**src/rtl/kmat_mem_arbiter.sv**
```systemverilog
// ---------------------------------------------------------------------------
// kmat_mem_arbiter
//
// Shares one single-port K-matrix SRAM between the encode block (writer) and
// the decode block (reader). One side owns the SRAM at a time. A grant is held
// for a burst. After MAX_BURST accepted accesses, if the other side is
// waiting, the arbiter hands over through a one-cycle TURN bubble. That
// bubble lets the last read drain out of the SRAM's one-cycle read pipeline.
//
// Ports
//   i_clk, i_rst          clock, synchronous active-high reset
//   i_wr_req / o_wr_gnt   encode ownership request / registered grant
//   i_wr_en/addr/data     encode write strobe, address and data
//   i_rd_req / o_rd_gnt   decode ownership request / registered grant
//   i_rd_en/addr          decode read strobe and address
//   o_rd_data/o_rd_valid  read data (pass-through of i_ram_data) and strobe
//   o_ram_*               SRAM pins: ce_N (active-low), rdWr_N (1=read),
//                         addr, data
//   i_ram_data            SRAM read data, one-cycle registered latency
//   o_busy                arbiter not idle
//
// Optional build macro KMAT_ARB_STATS_EN adds these outputs:
//   o_wait_cycles [15:0]  cycles in which some requester waits; saturates
//   o_handovers   [7:0]   number of forced handovers (TURN entries); wraps
// ---------------------------------------------------------------------------
module kmat_mem_arbiter #(
    parameter int WIDTH      = 16,
    parameter int ADDR_WIDTH = 4,
    parameter int MAX_BURST  = 16
) (
    input  logic                  i_clk,
    input  logic                  i_rst,
    input  logic                  i_wr_req,
    output logic                  o_wr_gnt,
    input  logic                  i_wr_en,
    input  logic [ADDR_WIDTH-1:0] i_wr_addr,
    input  logic [WIDTH-1:0]      i_wr_data,
    input  logic                  i_rd_req,
    output logic                  o_rd_gnt,
    input  logic                  i_rd_en,
    input  logic [ADDR_WIDTH-1:0] i_rd_addr,
    output logic [WIDTH-1:0]      o_rd_data,
    output logic                  o_rd_valid,
    output logic                  o_ram_ce_N,
    output logic                  o_ram_rdWr_N,
    output logic [ADDR_WIDTH-1:0] o_ram_addr,
    output logic [WIDTH-1:0]      o_ram_data,
    input  logic [WIDTH-1:0]      i_ram_data,
`ifdef KMAT_ARB_STATS_EN
    output logic [15:0]           o_wait_cycles,
    output logic [7:0]            o_handovers,
`endif
    output logic                  o_busy
);

    localparam logic [1:0] ST_IDLE   = 2'd0;
    localparam logic [1:0] ST_GNT_WR = 2'd1;
    localparam logic [1:0] ST_GNT_RD = 2'd2;
    localparam logic [1:0] ST_TURN   = 2'd3;

    localparam logic SRV_RD = 1'b0;
    localparam logic SRV_WR = 1'b1;

    localparam int              CNT_W   = $clog2(MAX_BURST + 1);
    localparam logic [CNT_W-1:0] CNT_MAX = CNT_W'(MAX_BURST);

    logic [1:0]       state_q, state_d;
    logic             last_srv_q, last_srv_d;
    logic [CNT_W-1:0] cnt_q, cnt_d;
    logic [CNT_W-1:0] cnt_inc;
    logic             wr_gnt_q, wr_gnt_d;
    logic             rd_gnt_q, rd_gnt_d;
    logic             busy_q, busy_d;
    logic             rd_valid_q, rd_valid_d;
    logic             wr_access;
    logic             rd_access;

    // An access counts only when the strobe arrives while that side holds the
    // grant. Strobes from the other side are dropped.
    assign wr_access = (state_q == ST_GNT_WR) & i_wr_en;
    assign rd_access = (state_q == ST_GNT_RD) & i_rd_en;
    assign cnt_inc   = (cnt_q == CNT_MAX) ? cnt_q : cnt_q + CNT_W'(1);

    // Next-state logic
    always_comb begin
        state_d    = state_q;
        last_srv_d = last_srv_q;
        cnt_d      = cnt_q;

        case (state_q)
            ST_IDLE: begin
                cnt_d = '0;
                // On a tie, the side that was not served last wins.
                if (i_wr_req && (!i_rd_req || last_srv_q == SRV_RD)) begin
                    state_d = ST_GNT_WR;
                end else if (i_rd_req) begin
                    state_d = ST_GNT_RD;
                end
            end
            ST_GNT_WR: begin
                if (wr_access) begin
                    cnt_d = cnt_inc;
                end
                // The limit is judged on the count that includes this cycle's
                // access. The grant therefore drops right after the
                // MAX_BURST-th access, not one cycle later.
                if (!i_wr_req) begin
                    state_d    = ST_IDLE;
                    last_srv_d = SRV_WR;
                end else if (cnt_d == CNT_MAX && i_rd_req) begin
                    state_d    = ST_TURN;
                    last_srv_d = SRV_WR;
                end
            end
            ST_GNT_RD: begin
                if (rd_access) begin
                    cnt_d = cnt_inc;
                end
                if (!i_rd_req) begin
                    state_d    = ST_IDLE;
                    last_srv_d = SRV_RD;
                end else if (cnt_d == CNT_MAX && i_wr_req) begin
                    state_d    = ST_TURN;
                    last_srv_d = SRV_RD;
                end
            end
            ST_TURN: begin
                cnt_d = '0;
                if (last_srv_q == SRV_WR) begin
                    state_d = i_rd_req ? ST_GNT_RD : ST_IDLE;
                end else begin
                    state_d = i_wr_req ? ST_GNT_WR : ST_IDLE;
                end
            end
            default: begin
                state_d = ST_IDLE;
                cnt_d   = '0;
            end
        endcase
    end

    // Grant and busy outputs are decoded from the next state and registered.
    // This keeps them glitch-free flops that line up with state_q.
    always_comb begin
        wr_gnt_d   = (state_d == ST_GNT_WR);
        rd_gnt_d   = (state_d == ST_GNT_RD);
        busy_d     = (state_d != ST_IDLE);
        rd_valid_d = rd_access;
    end

    always_ff @(posedge i_clk) begin
        if (i_rst) begin
            state_q    <= ST_IDLE;
            last_srv_q <= SRV_RD;
            cnt_q      <= '0;
            wr_gnt_q   <= 1'b0;
            rd_gnt_q   <= 1'b0;
            busy_q     <= 1'b0;
            rd_valid_q <= 1'b0;
        end else begin
            state_q    <= state_d;
            last_srv_q <= last_srv_d;
            cnt_q      <= cnt_d;
            wr_gnt_q   <= wr_gnt_d;
            rd_gnt_q   <= rd_gnt_d;
            busy_q     <= busy_d;
            rd_valid_q <= rd_valid_d;
        end
    end

    // SRAM pin mux. When no access is active, the pins sit at idle values
    // (deselected, read direction, zero address and zero data).
    always_comb begin
        o_ram_ce_N   = 1'b1;
        o_ram_rdWr_N = 1'b1;
        o_ram_addr   = '0;
        o_ram_data   = '0;
        if (wr_access) begin
            o_ram_ce_N   = 1'b0;
            o_ram_rdWr_N = 1'b0;
            o_ram_addr   = i_wr_addr;
            o_ram_data   = i_wr_data;
        end else if (rd_access) begin
            o_ram_ce_N   = 1'b0;
            o_ram_rdWr_N = 1'b1;
            o_ram_addr   = i_rd_addr;
        end
    end

    assign o_wr_gnt   = wr_gnt_q;
    assign o_rd_gnt   = rd_gnt_q;
    assign o_busy     = busy_q;
    assign o_rd_valid = rd_valid_q;
    assign o_rd_data  = i_ram_data;

`ifdef KMAT_ARB_STATS_EN
    logic [15:0] wait_cycles_q, wait_cycles_d;
    logic [7:0]  handovers_q, handovers_d;
    logic        any_wait;

    // A cycle counts once, even when both sides are waiting at the same time.
    assign any_wait = (i_wr_req & ~wr_gnt_q) | (i_rd_req & ~rd_gnt_q);

    always_comb begin
        wait_cycles_d = wait_cycles_q;
        handovers_d   = handovers_q;
        if (any_wait && wait_cycles_q != 16'hFFFF) begin
            wait_cycles_d = wait_cycles_q + 16'd1;
        end
        if (state_d == ST_TURN && state_q != ST_TURN) begin
            handovers_d = handovers_q + 8'd1;
        end
    end

    always_ff @(posedge i_clk) begin
        if (i_rst) begin
            wait_cycles_q <= '0;
            handovers_q   <= '0;
        end else begin
            wait_cycles_q <= wait_cycles_d;
            handovers_q   <= handovers_d;
        end
    end

    assign o_wait_cycles = wait_cycles_q;
    assign o_handovers   = handovers_q;
`endif

endmodule

```
**config.mk**
```make
export PLATFORM = sky130hd
export DESIGN_NAME = kmat_mem_arbiter
export DESIGN_NICKNAME = d
export VERILOG_FILES = /design/src/rtl/kmat_mem_arbiter.sv
export SDC_FILE = /design/constraint.sdc
export NUM_CORES = 1
export LEC_CHECK = 0
export CAP_MARGIN = 20
export CELL_PAD_IN_SITES_DETAIL_PLACEMENT = 0
export CELL_PAD_IN_SITES_GLOBAL_PLACEMENT = 2
export CORE_ASPECT_RATIO = 0.6
export CORE_MARGIN = 10
export CORE_UTILIZATION = 19
export DETAILED_ROUTE_END_ITERATION = 8
export PLACE_DENSITY = 0.84
export SLEW_MARGIN = 20
export SYNTH_ARGS = -nofsm -noshare
export SYNTH_HDL_FRONTEND = slang
export SYNTH_SLANG_ARGS = --single-unit
```
**constraint.sdc**
```tcl
create_clock -name i_clk -period 5.1 [get_ports i_clk]
set_input_delay 0.765 -clock i_clk [delete_from_list [all_inputs] [get_ports i_clk]]
set_output_delay 0.765 -clock i_clk [all_outputs]
set_load 0.03 [all_outputs]
```
After elaboration in Yosys (flattened, before gate mapping). Index checks and enable logic that the tools add are counted.

Memories kept: 0. Register bits: 12. Input bits: 46. Bits in read-only memories: 0. RAM bits: 0. Word-level logic and storage cells: 58. Bits in latches: 0.

Equality and inequality tests: 10. Multiply operators: 0. Reductions and logical operators: 10. Muxes and demuxes: 27. Shift operators: 0. Divide/modulo/power cells: 0. Bitwise gates (word level): 3. Add/sub/neg operators: 1. Magnitude comparators: 0.

Operators by type and width (number): $mux W5 (5); $mux W16 (1); $mux W2 (8); $eq A5 B5 Y1 const B (3); $pmux W5 S3 (1); $mux W1 (8); $mux W4 (2); $pmux W2 S4 (1); $eq A2 B2 Y1 const B (3); $ne A3 B2 Y1 const B (2); $add A5 B1 Y5 const B (1); $eq A2 B1 Y1 const B (2); $reduce_bool A2 Y1 (2); $logic_and A1 B1 Y1 (3); $reduce_and A3 Y1 (1); $and A1 B1 Y1 (2); $logic_not A2 Y1 (1); $pmux W1 S2 (1); $reduce_or A2 Y1 (1); $logic_not A1 Y1 (1); $logic_or A1 B1 Y1 (1); $not A1 Y1 (1).

Logic depth before layout (Yosys ltp). Gate-level depths: netlist of run 1.

Depth after elaboration: 10. Gate-level depth with buffers: 9.

Worst setup path after synthesis of run 1. No wires, ideal clock.

Path type: in2reg. Start: input port i_wr_en. End: register rd_gnt_q, in the netlist o_rd_gnt. Library setup time: 0.122 ns. Cell stages on the path: 7. Required time: 4.978 ns. Path buffers: 0. Data arrival time: 2.322 ns. Slack: 2.657 ns. Cells stage by stage: and2_4 > inv_4 > o21a_1 > o211ai_1 > or4_4 > and3_1 > o311a_1.

Word-level cells in the longest chain between the ends: 9.

RTL lines: from (decl) (line 35) `input logic i_wr_en,`; $and A1 B1 Y1 (line 80) `assign wr_access = (state_q == ST_GNT_WR) & i_wr_en;`; $mux W5 (line 101) `if (wr_access) begin`; $mux W5 (line 90) `case (state_q)`; $eq A5 B5 Y1 (line 110) `end else if (cnt_d == CNT_MAX && i_rd_req) begin`; $logic_and A1 B1 Y1 (line 110); $mux W2 (line 110); $mux W2 (line 107) `if (!i_wr_req) begin`; $pmux W2 S4 (line 90); $eq A2 B2 Y1 (line 146) `rd_gnt_d = (state_d == ST_GNT_RD);`; to (signal assigned) (line 165) `rd_gnt_q <= rd_gnt_d;`; to (decl) (line 72) `logic rd_gnt_q, rd_gnt_d;`.

Every way passes these cells. The select of a mux whose other input is x is not followed. A chain may end at the register's enable or synchronous reset.

Worst setup path in the final report of run 1.
Start: input port i_wr_en. End: output port o_ram_addr[3].

Word-level cells in the longest chain between the ends: 2.

RTL lines: $and A1 B1 Y1 (line 80); $mux W4 (line 178) `if (wr_access) begin`; to (decl) (line 46) `output logic [ADDR_WIDTH-1:0] o_ram_addr,`.

Every way passes these cells.

==> results of run 1 <==
critical path, stage by stage:
cell	delay (ps)
clkdlybuf4s50_1	640
and2_4	340
nor2_1	230
a22o_1	170
clkdlybuf4s50_1	670
flip-flops by register name, indices dropped and copies added, names as in the netlist:
name,cells
cnt_q,5
last_srv_q,1
o_busy,1
state_q,2
o_rd_gnt,1
o_wr_gnt,1
o_rd_valid,1
final timing paths:
path / cells after the start / to
setup / recovery: 5 / o_ram_addr[3]
hold / removal: 2 / last_srv_q$_SDFFE_PP0P_
setup reg to reg: 9 / o_rd_gnt$_SDFF_PP0_
hold reg to reg: 2 / last_srv_q$_SDFFE_PP0P_
layer usage:
metal / global-route usage / vias to the layer above / wire [um]
met2: 0.103 / 62 / 1670
li1: - / 698 / -
met4: 0.0257 / 0 / 43
met3: 0.0324 / 4 / 490
met5: 0 / - / 0
met1: 0.110 / 669 / 2220
cells in the final DEF, fill, tap and decap left out, drive strengths merged, types with 4 or more instances in the layout:
cell type / count
a21oi: 12
a22o: 4
a31oi: 4
and2: 5
and3: 18
clkbuf: 4
clkdlybuf4s50: 55
dfxtp: 12
ha: 7
inv: 11
nand2: 10
nand3: 6
nor2: 7
nor3: 5
o2111ai: 4
o21ai: 12
power by group:
group	switching [mW]	leakage (nW)	internal, mW
Sequential	0.0114	0.0977	0.106
Combinational	0.134	0.571	0.100
Clock	0.0431	0.0442	0.119
stage by stage:
step	hold slack (ps)	setup WS (ps)	std cells	area, um^2	total power [mW]
2_1_floorplan	457	2660	178	1300	0.285
3_3_place_gp	494	1560	291	1790	0.354
3_5_place_dp	499	1510	291	1790	0.354
4_1_cts	501	1500	295	1880	0.518
5_1_grt	511	1330	295	1880	0.543
6_report	501	1520	295	1880	0.513
cells by family after synthesis:
kind of cell / after synthesis
AO/OA/AOI/OAI: 55
AND/OR/NAND/NOR: 63
XOR/XNOR: 1
adder cells (fa/ha/maj): 7
flip-flops: 12
buffers and inverters: 40
area by class of cell:
type                            instances  area, um^2  area share
Clock buffer                            4        88.8      0.0473
Inverter                               11        43.8      0.0233
Multi-Input combinational cell        126         845       0.450
Sequential cell                        12         240       0.128
Tap cell                               87         109      0.0580
Timing Repair Buffer                   55         551       0.293
cell usage after synthesis, types with 2 or more instances:
library cell,instances
o21ai_0,12
ha_1,7
dfxtp_1,12
nor3_1,5
a21oi_1,12
o211ai_1,3
nand3_1,6
nand2_1,10
and2_1,4
a31oi_1,4
a311o_1,3
nor2_1,7
and3_1,18
a22o_1,4
buf_4,16
nand3b_1,3
inv_1,10
nor2b_1,3
o21a_1,2
buf_2,3
clkbuf_1,9
o2111ai_1,4
==> run summary, run 1 <==
Largest net degree at the start of global routing - 21
Post-Syn Nets - 231
Peak VDD IR - 0.000147 V
Ports - 88
Yosys warns - 0
Yosys cell types - 43
Cell area after synthesis - 1300 um^2
Core Footprint - 6680 um^2
Maxcap violations - 0
Routability cong. - 0.814
# clock sinks - 12
Die width - 127 um
Root Buffer - clkbuf_16
Synth-to-layout area growth - 44.2%
Yosys top cell area share - 0.185
TritonCTS clock tree - done
Largest family of logic cells by synthesized area - compound AO/OA/AOI/OAI gates
Req. time, crit path - 4340 ps
Initial DRC count - 87
Post-synthesis compound-gate area fraction - 0.297
DRC Markers - 0
Total Wirelength - 4420 um
Vias in the first global route - 1321
Worst-margin pin slew - 588 ps
Critical Path Source - i_wr_en
CTS resizes - 0
Cells after Synth - 178
Vias per cell - 4.86
Port Buffers - 55
Inserted Clock Buffers - 3
Outcome - finished clean
#FFs+latches synth - 12
Post-synthesis simple-gate area fraction - 0.278
Post-Synth Adder-Cell Area - 0.0673
Critical Path AT - 2810 ps
Ys flop type - dfxtp_1
CTS Buffer Depth - 2
Reg2Reg Setup Slack - 2160 ps
Hold Crit Class - reg2reg
Rel. slew slack - 0.608
Layout cells sized above 1 - 0.0433
Clk_lat worst skew - 240 ps
WL per Instance - 15.0 um
Setup violators final - 0
Clk_skew - 8.80 ps
FP Rows - 23
Avg Inst Size Synth - 7.31 um^2
DR vias - 1433
TNS Setup - 0 ps
First-pass GRT wire length - 7020 um
Core Util, Final - 0.281
Post-synthesis sequential area ratio - 0.185
Crit Path Class - in2out
Grt total ovfl - 0
Final #Nets - 262
Total power density per cell area - 274 nW/um^2
First-pass detailed-route iteration total - 4
Initial core utilization - 0.195
Final worst-path cycle share - 0.702
Worst Path Max Fanout - 17
Ys async rst share - 0
Fin crit period - 3580 ps
Leak Pwr - 0.713 nW
Post-route ant nets - 0
Initial antenna violation count - 0
RSZ-0062 raised after global routing - no
Synth area leader - dfxtp_1
Leading post-synthesis cells by cell area - dfxtp_1 (18%), buf_4 (9.2%), and3_1 (8.7%)
Clock slew at reported path FFs - 40 ps
CP startpoint kind - primary input
Fmax - 279 MHz
Hold_buf cts - 0
EDFF count, synth - 0
Hold path startpoint - last_srv_q$_SDFFE_PP0P_
Max H-tree Level - 1
Max Slew Vio Count - 0
Final Hold Vio Count - 0
Post-Synth XOR/XNOR Area - 0.00673
Global Route Usage Sum - 0.0785
Multiplexer share of the synthesized area - 0
Postcts setup bufs - 0
Die height - 84.1 um
Die area - 10700 um^2
Number of inserted diodes - 0
DP HPWL - 3530 um
FILL cells - 711
RR Startpoint - state_q[1]$_SDFF_PP0_
CP endpoint kind - output pin
(Power assumes the default switching activity.)
==> run 2: changes to the inputs <==
Settings changed: CORE_UTILIZATION 19 to 18, PLACE_DENSITY 0.84 to 0.8.
Clock period 5.1 ns to 3.3 ns, I/O delays scaled along.
==> run 2 against run 1 <==
Cell count is 1.4% higher; register-to-register slack worse by 1500 ps; sequential share of layout area is 0.20 points lower; routed wire length is 2.7% higher; global-route usage hardly changed; clock power is 56% higher; clock skew is 2.0 ps lower; critical endpoint is now o_ram_addr[1]; largest cell class unchanged; utilization is 0.27 points lower; sequential power is 55% higher; die area is 4.4% higher; combinational power is 58% higher; non-clock buffer count is 4 higher.
==> run summary, run 2 (same netlist as run 1, synthesis figures left out) <==
TritonCTS clock tree - done
Req. time, crit path - 2800 ps (-1540 ps)
FILL cells - 723 (+1.7%)
Die height - 85.9 um (+2.1%)
Initial DRC count - 150 (+72%)
Hold Crit Class - reg2reg
DR vias - 1488 (+3.8%)
Worst path max stage delay - 670 ps (about the same)
Critical Path AT - 2420 ps (-390 ps)
Grt total ovfl - 0 (unchanged)
Hold Path Sink - last_srv_q$_SDFFE_PP0P_
Fmax - 343 MHz
Rel. slew slack - 0.711 (+0.103)
Vias per cell - 4.98 (+2.4%)
Max H-tree Level - 1 (unchanged)
Ports - 88 (unchanged)
Hold path startpoint - last_srv_q$_SDFFE_PP0P_
CP Cell Sequence - clkdlybuf4s50_1 -> nand2_1 -> nor2_1 -> a22o_1 -> clkdlybuf4s50_1
Core Footprint - 6850 um^2 (+2.6%)
First-pass detailed-route iteration total - 4 (unchanged)
Die width - 130 um (+2.3%)
Clk_lat worst skew - 240 ps (about the same)
FP Rows - 23 (unchanged)
Crit path buf inv count - 2 (unchanged)
Final #Nets - 266 (+1.5%)
Initial core utilization - 0.190 (-0.00491)
Layout cells sized above 1 - 0.0613 (+0.0181)
Vias in the first global route - 1384 (+4.8%)
Peak VDD IR - 0.000135 V (-8.6%)
Post-Layout Cell Count - 299 (+1.4%)
Final Hold Vio Count - 0 (unchanged)
CP delay by family, top - buffers and inverters
Post-route ant nets - 0 (unchanged)
Fin crit period - 2920 ps
Setup violators final - 0 (unchanged)
Number of inserted diodes - 0 (unchanged)
RR Startpoint - cnt_q[0]$_SDFF_PP0_
Total power density per cell area - 422 nW/um^2 (+54%)
Reg2Reg Setup Slack - 660 ps (-1500 ps)
Dpl cell area - 1820 um^2 (+1.7%)
# clock sinks - 12 (unchanged)
Clock slew at reported path FFs - 40 ps (about the same)
Largest register by flop count - cnt_q
Worst-margin pin slew - 433 ps (-155 ps)
Worst Path Max Fanout - 9 (-8)
CP startpoint kind - primary input
First-pass GRT wire length - 7170 um (+2.1%)
Commonest non-fill, non-tap cell in the layout - clkdlybuf4s50_1
Outcome - finished clean
Root Buffer - clkbuf_16
Initial antenna violation count - 0 (unchanged)
Leak Pwr - 0.732 nW (+2.7%)
Global Route Usage Sum - 0.0781 (-0.000401)
Routability cong. - 0.805 (-1.1%)
Commonest non-fill, non-tap cells in the layout - clkdlybuf4s50_1 (55), and3_1 (18), o21ai_0 (12), a21oi_1 (12), dfxtp_1 (12)
DP HPWL - 3730 um (+5.6%)
Postcts setup bufs - 0 (unchanged)
Port Buffers - 55 (unchanged)
Reg2reg end - o_rd_gnt$_SDFF_PP0_
Inserted Clock Buffers - 3 (unchanged)
Leading registers by flop count - cnt_q x5, state_q x2
RSZ-0062 raised after global routing - no
Total Wirelength - 4530 um (+2.7%)
Hold_buf cts - 0 (unchanged)
Die area - 11100 um^2 (+4.4%)
Max reg flops - 5 (unchanged)
Largest net degree at the start of global routing - 20 (-4.8%)
Maxcap violations - 0 (unchanged)
Clk_skew - 6.79 ps (-2.01 ps)
Hold Crit Depth - 2 (unchanged)
Synth-to-layout area growth - 46.5%
Placed Instances - 295 (+1.4%)
Crit Path Class - in2out
CTS resizes - 0 (unchanged)
Final instance area - 1910 um^2 (+1.6%)
Critical Path Source - i_rd_en
TNS Setup - 0 ps (unchanged)
R2r worst-path depth - 8 (-1)
Most used cell, CP - clkdlybuf4s50_1
WL per Instance - 15.2 um (+1.3%)
Crit-path slowest cell - clkdlybuf4s50_1
DRC Markers - 0 (unchanged)
Max Slew Vio Count - 0 (unchanged)
Final worst-path cycle share - 0.884
CTS Buffer Depth - 2 (unchanged)
CP endpoint kind - output pin
## run 2: changes by cell type in the layout (fill, tap and decap cells not counted)
cell and delta:
buf_4 +4
## run 2: worst max-delay path by stage
stage | slack, ps | to | depth (start not counted)
3_5_place_dp | 410 | o_ram_addr[0] | 5
2_1_floorplan | 990 | o_rd_gnt$_SDFF_PP0_ | 9
5_1_grt | 310 | o_ram_addr[1] | 5
4_1_cts | 410 | o_ram_addr[0] | 5
6_report | 380 | o_ram_addr[1] | 5
3_3_place_gp | 470 | o_ram_addr[2] | 5
## run 2: layer usage
metal	part of all wire	track usage	vias to the layer above
met2	0.37	0.106	85
met5	0	0	-
met1	0.51	0.112	686
met3	0.10	0.0197	8
met4	0.015	0.0335	0
li1	-	-	709
## run 2: power breakdown
| part | internal [mW] | switching, mW | total (mW) |
|---|---|---|---|
| clock | 0.183 | 0.0694 | 0.253 |
| combinational | 0.159 | 0.210 | 0.369 |
| sequential | 0.164 | 0.0188 | 0.183 |
## run 2: final cells by class
| type | instances | area (um^2) | share of cell area |
|---|---|---|---|
| Clock buffer | 4 | 88.8 | 0.0466 |
| Inverter | 11 | 43.8 | 0.0230 |
| Multi-Input combinational cell | 126 | 845 | 0.443 |
| Sequential cell | 12 | 240 | 0.126 |
| Tap cell | 87 | 109 | 0.0571 |
| Timing Repair Buffer | 59 | 581 | 0.304 |
## run 2: through the flow
step / worst slack, ps / power (mW) / hold slack [ps] / util
finish: 383 / 0.805 / 510 / 0.278
global route: 306 / 0.853 / 535 / 0.278
floorplan: 986 / 0.441 / 457 / -
global placement: 473 / 0.561 / 508 / 0.265
CTS: 413 / 0.806 / 514 / 0.278
detailed placement: 412 / 0.553 / 500 / 0.265
## run 2: worst min-delay path, stage by stage (launching register included)
cell and delay [ps]:
dfxtp_1 330, nand2_1 70, o32ai_1 60
==> run 3: changes to the inputs <==
==> constraint.sdc (replaced) <==
create_clock -name i_clk -period 3.3 [get_ports i_clk]
set_input_delay 0.495 -clock i_clk [delete_from_list [all_inputs] [get_ports i_clk]]
set_output_delay 0.495 -clock i_clk [all_outputs]
set_load 0.1 [all_outputs]
==> run 3 against run 2 <==
Non-clock buffer count grew 1; global-route usage grew 0.19 points; worst hold slack lost 8.2 ps; critical path depth grew 3; clock power grew 2%; largest cell class unchanged; largest power group unchanged; flip-flop and latch count is the same; utilization is essentially flat.
==> run summary, run 3 (same netlist as run 1, synthesis figures left out) <==
Vias in the first global route - 1280 (-7.5%)
DP HPWL - 3770 um (+1.3%)
Worst Path Max Fanout - 12 (+3)
Total Wirelength - 4680 um (+3.2%)
Internal Power - 0.512 mW (+1.1%)
Initial antenna violation count - 0 (unchanged)
Root Buffer - clkbuf_16
Global Route Usage Sum - 0.0800 (+0.00189)
Commonest non-fill, non-tap cells in the layout - clkdlybuf4s50_1 (33), buf_4 (23), and3_1 (18)
Sw Share - 0.483 (+0.113)
Ports - 88 (unchanged)
Die area - 11100 um^2 (unchanged)
Vias per cell - 4.90 (-1.5%)
Met3 wire len - 557 um (+19%)
CTS resizes - 0 (unchanged)
Port Buffers - 55 (unchanged)
# clock sinks - 12 (unchanged)
Top sig layer - met4
Max reg flops - 5 (unchanged)
Crit Path Class - in2reg
Inserted Clock Buffers - 3 (unchanged)
Maxcap violations - 0 (unchanged)
Max Slew Vio Count - 0 (unchanged)
Setup WS post-layout - 741 ps (+359 ps)
Hold Crit Class - reg2reg
CP Cell Sequence - clkdlybuf4s50_1 -> and2_4 -> inv_4 -> o21ai_0 -> o211ai_1 -> or4_4 -> and3_1 -> o311a_1
Total power density per cell area - 519 nW/um^2 (+23%)
Rel. slew slack - 0.347 (-0.364)
DR vias - 1471 (-1.1%)
First-pass detailed-route iteration total - 5 (+1)
Die width - 130 um (unchanged)
Core Util, Final - 0.279 (+0.000365)
TNS Setup - 0 ps (unchanged)
TritonCTS clock tree - done
Largest net degree at the start of global routing - 20 (unchanged)
Post-Place Worst Slack - 494 ps (+82.5 ps)
DRC Markers - 0 (unchanged)
Crit-path slowest cell - or4_4
FP Rows - 23 (unchanged)
Post-route ant nets - 0 (unchanged)
CP startpoint kind - primary input
Routed length on met1 - 2350 um (+2.1%)
Worst-margin pin slew - 976 ps (+543 ps)
Initial core utilization - 0.190 (unchanged)
Clock slew at reported path FFs - 50 ps (about the same)
Leak Pwr - 0.789 nW (+7.7%)
Gate power share - 0.559 (+0.100)
WL per Instance - 15.6 um (+2.9%)
Sequential share of power - 0.183 (-0.044)
First-pass GRT wire length - 7250 um (+1.1%)
Req. time, crit path - 3430 ps (+630 ps)
Largest register by flop count - cnt_q
Outcome - finished clean
Initial DRC count - 172 (+15%)
Hold_buf cts - 0 (unchanged)
CP endpoint kind - flip-flop
Clk pwr share - 0.259 (-0.055)
Core Footprint - 6850 um^2 (unchanged)
Setup violators final - 0 (unchanged)
RSZ-0062 raised after global routing - no
Clk_lat worst skew - 240 ps (about the same)
Leading registers by flop count - cnt_q x5, state_q x2
DR WL met2 - 1700 um (+0.30%)
Grt total ovfl - 0 (unchanged)
Max H-tree Level - 1 (unchanged)
Sw power - 0.479 mW (+61%)
Postcts setup bufs - 0 (unchanged)
Layout cells sized above 1 - 0.169 (+0.108)
Worst path max stage delay - 570 ps (-100 ps)
Final Hold Vio Count - 0 (unchanged)
Critical Path AT - 2690 ps (+270 ps)
CTS Buffer Depth - 2 (unchanged)
Die height - 85.9 um (unchanged)
Peak VDD IR - 0.000247 V (+84%)
Routability cong. - 0.808 (+0.35%)
Fmax - 391 MHz (+14%)
Commonest non-fill, non-tap cell in the layout - clkdlybuf4s50_1
Final #Nets - 267 (+0.38%)
Final worst-path cycle share - 0.775 (-0.109)
Fin crit period - 2560 ps (-359 ps)
Synth-to-layout area growth - 46.7%
Number of inserted diodes - 0 (unchanged)
Clk_skew - 1.58 ps (-5.21 ps)
## run 3: power by group through the flow
| stage | sequential [mW] | clock [mW] | combinational, mW |
|---|---|---|---|
| final | 0.181 | 0.257 | 0.554 |
| after global routing | 0.183 | 0.267 | 0.586 |
| after CTS | 0.181 | 0.259 | 0.553 |
| after detailed placement | 0.184 | 0 | 0.552 |
| after global placement | 0.183 | 0 | 0.558 |
| after floorplan | 0.236 | 0 | 0.430 |
## run 3: final timing paths
check | start | end | slack (ps) | cells past startpoint
setup / recovery | i_wr_en | o_rd_gnt$_SDFF_PP0_ | 740 | 8
hold / removal | cnt_q[0]$_SDFF_PP0_ | cnt_q[0]$_SDFF_PP0_ | 500 | 1
setup reg to reg | cnt_q[1]$_SDFF_PP0_ | o_rd_gnt$_SDFF_PP0_ | 760 | 7
hold reg to reg | cnt_q[0]$_SDFF_PP0_ | cnt_q[0]$_SDFF_PP0_ | 500 | 1
## run 3: metrics by stage
step | power (mW) | instance area, um^2 | hold slack (ps) | std cells
final | 0.992 | 1910 | 502 | 300
after floorplan | 0.666 | 1300 | 457 | 178
after global routing | 1.04 | 1910 | 520 | 300
after detailed placement | 0.735 | 1820 | 492 | 296
after global placement | 0.741 | 1820 | 492 | 296
after CTS | 0.993 | 1910 | 503 | 300
## run 3: layout make-up
class                      instances  area (um^2)
tap                               87          109
inverter                          11         43.8
clock buffer                       4         88.8
sequential                        12          240
fill                             727         4940
timing repair buffer              60          583
multi-input combinational        126          845
## run 3: per-layer routing
metal | vias up | track usage
met4 | 0 | 0.0244
met5 | - | 0
met1 | 672 | 0.118
met3 | 8 | 0.0258
met2 | 83 | 0.103
li1 | 708 | -
## run 3: worst max-delay path, delay by kind of cell
kind / cells / cell delay [ps]
AOI/OAI and AO/OA: 3 / 630
buffers and inverters: 2 / 570
and+or+nand+nor: 3 / 980
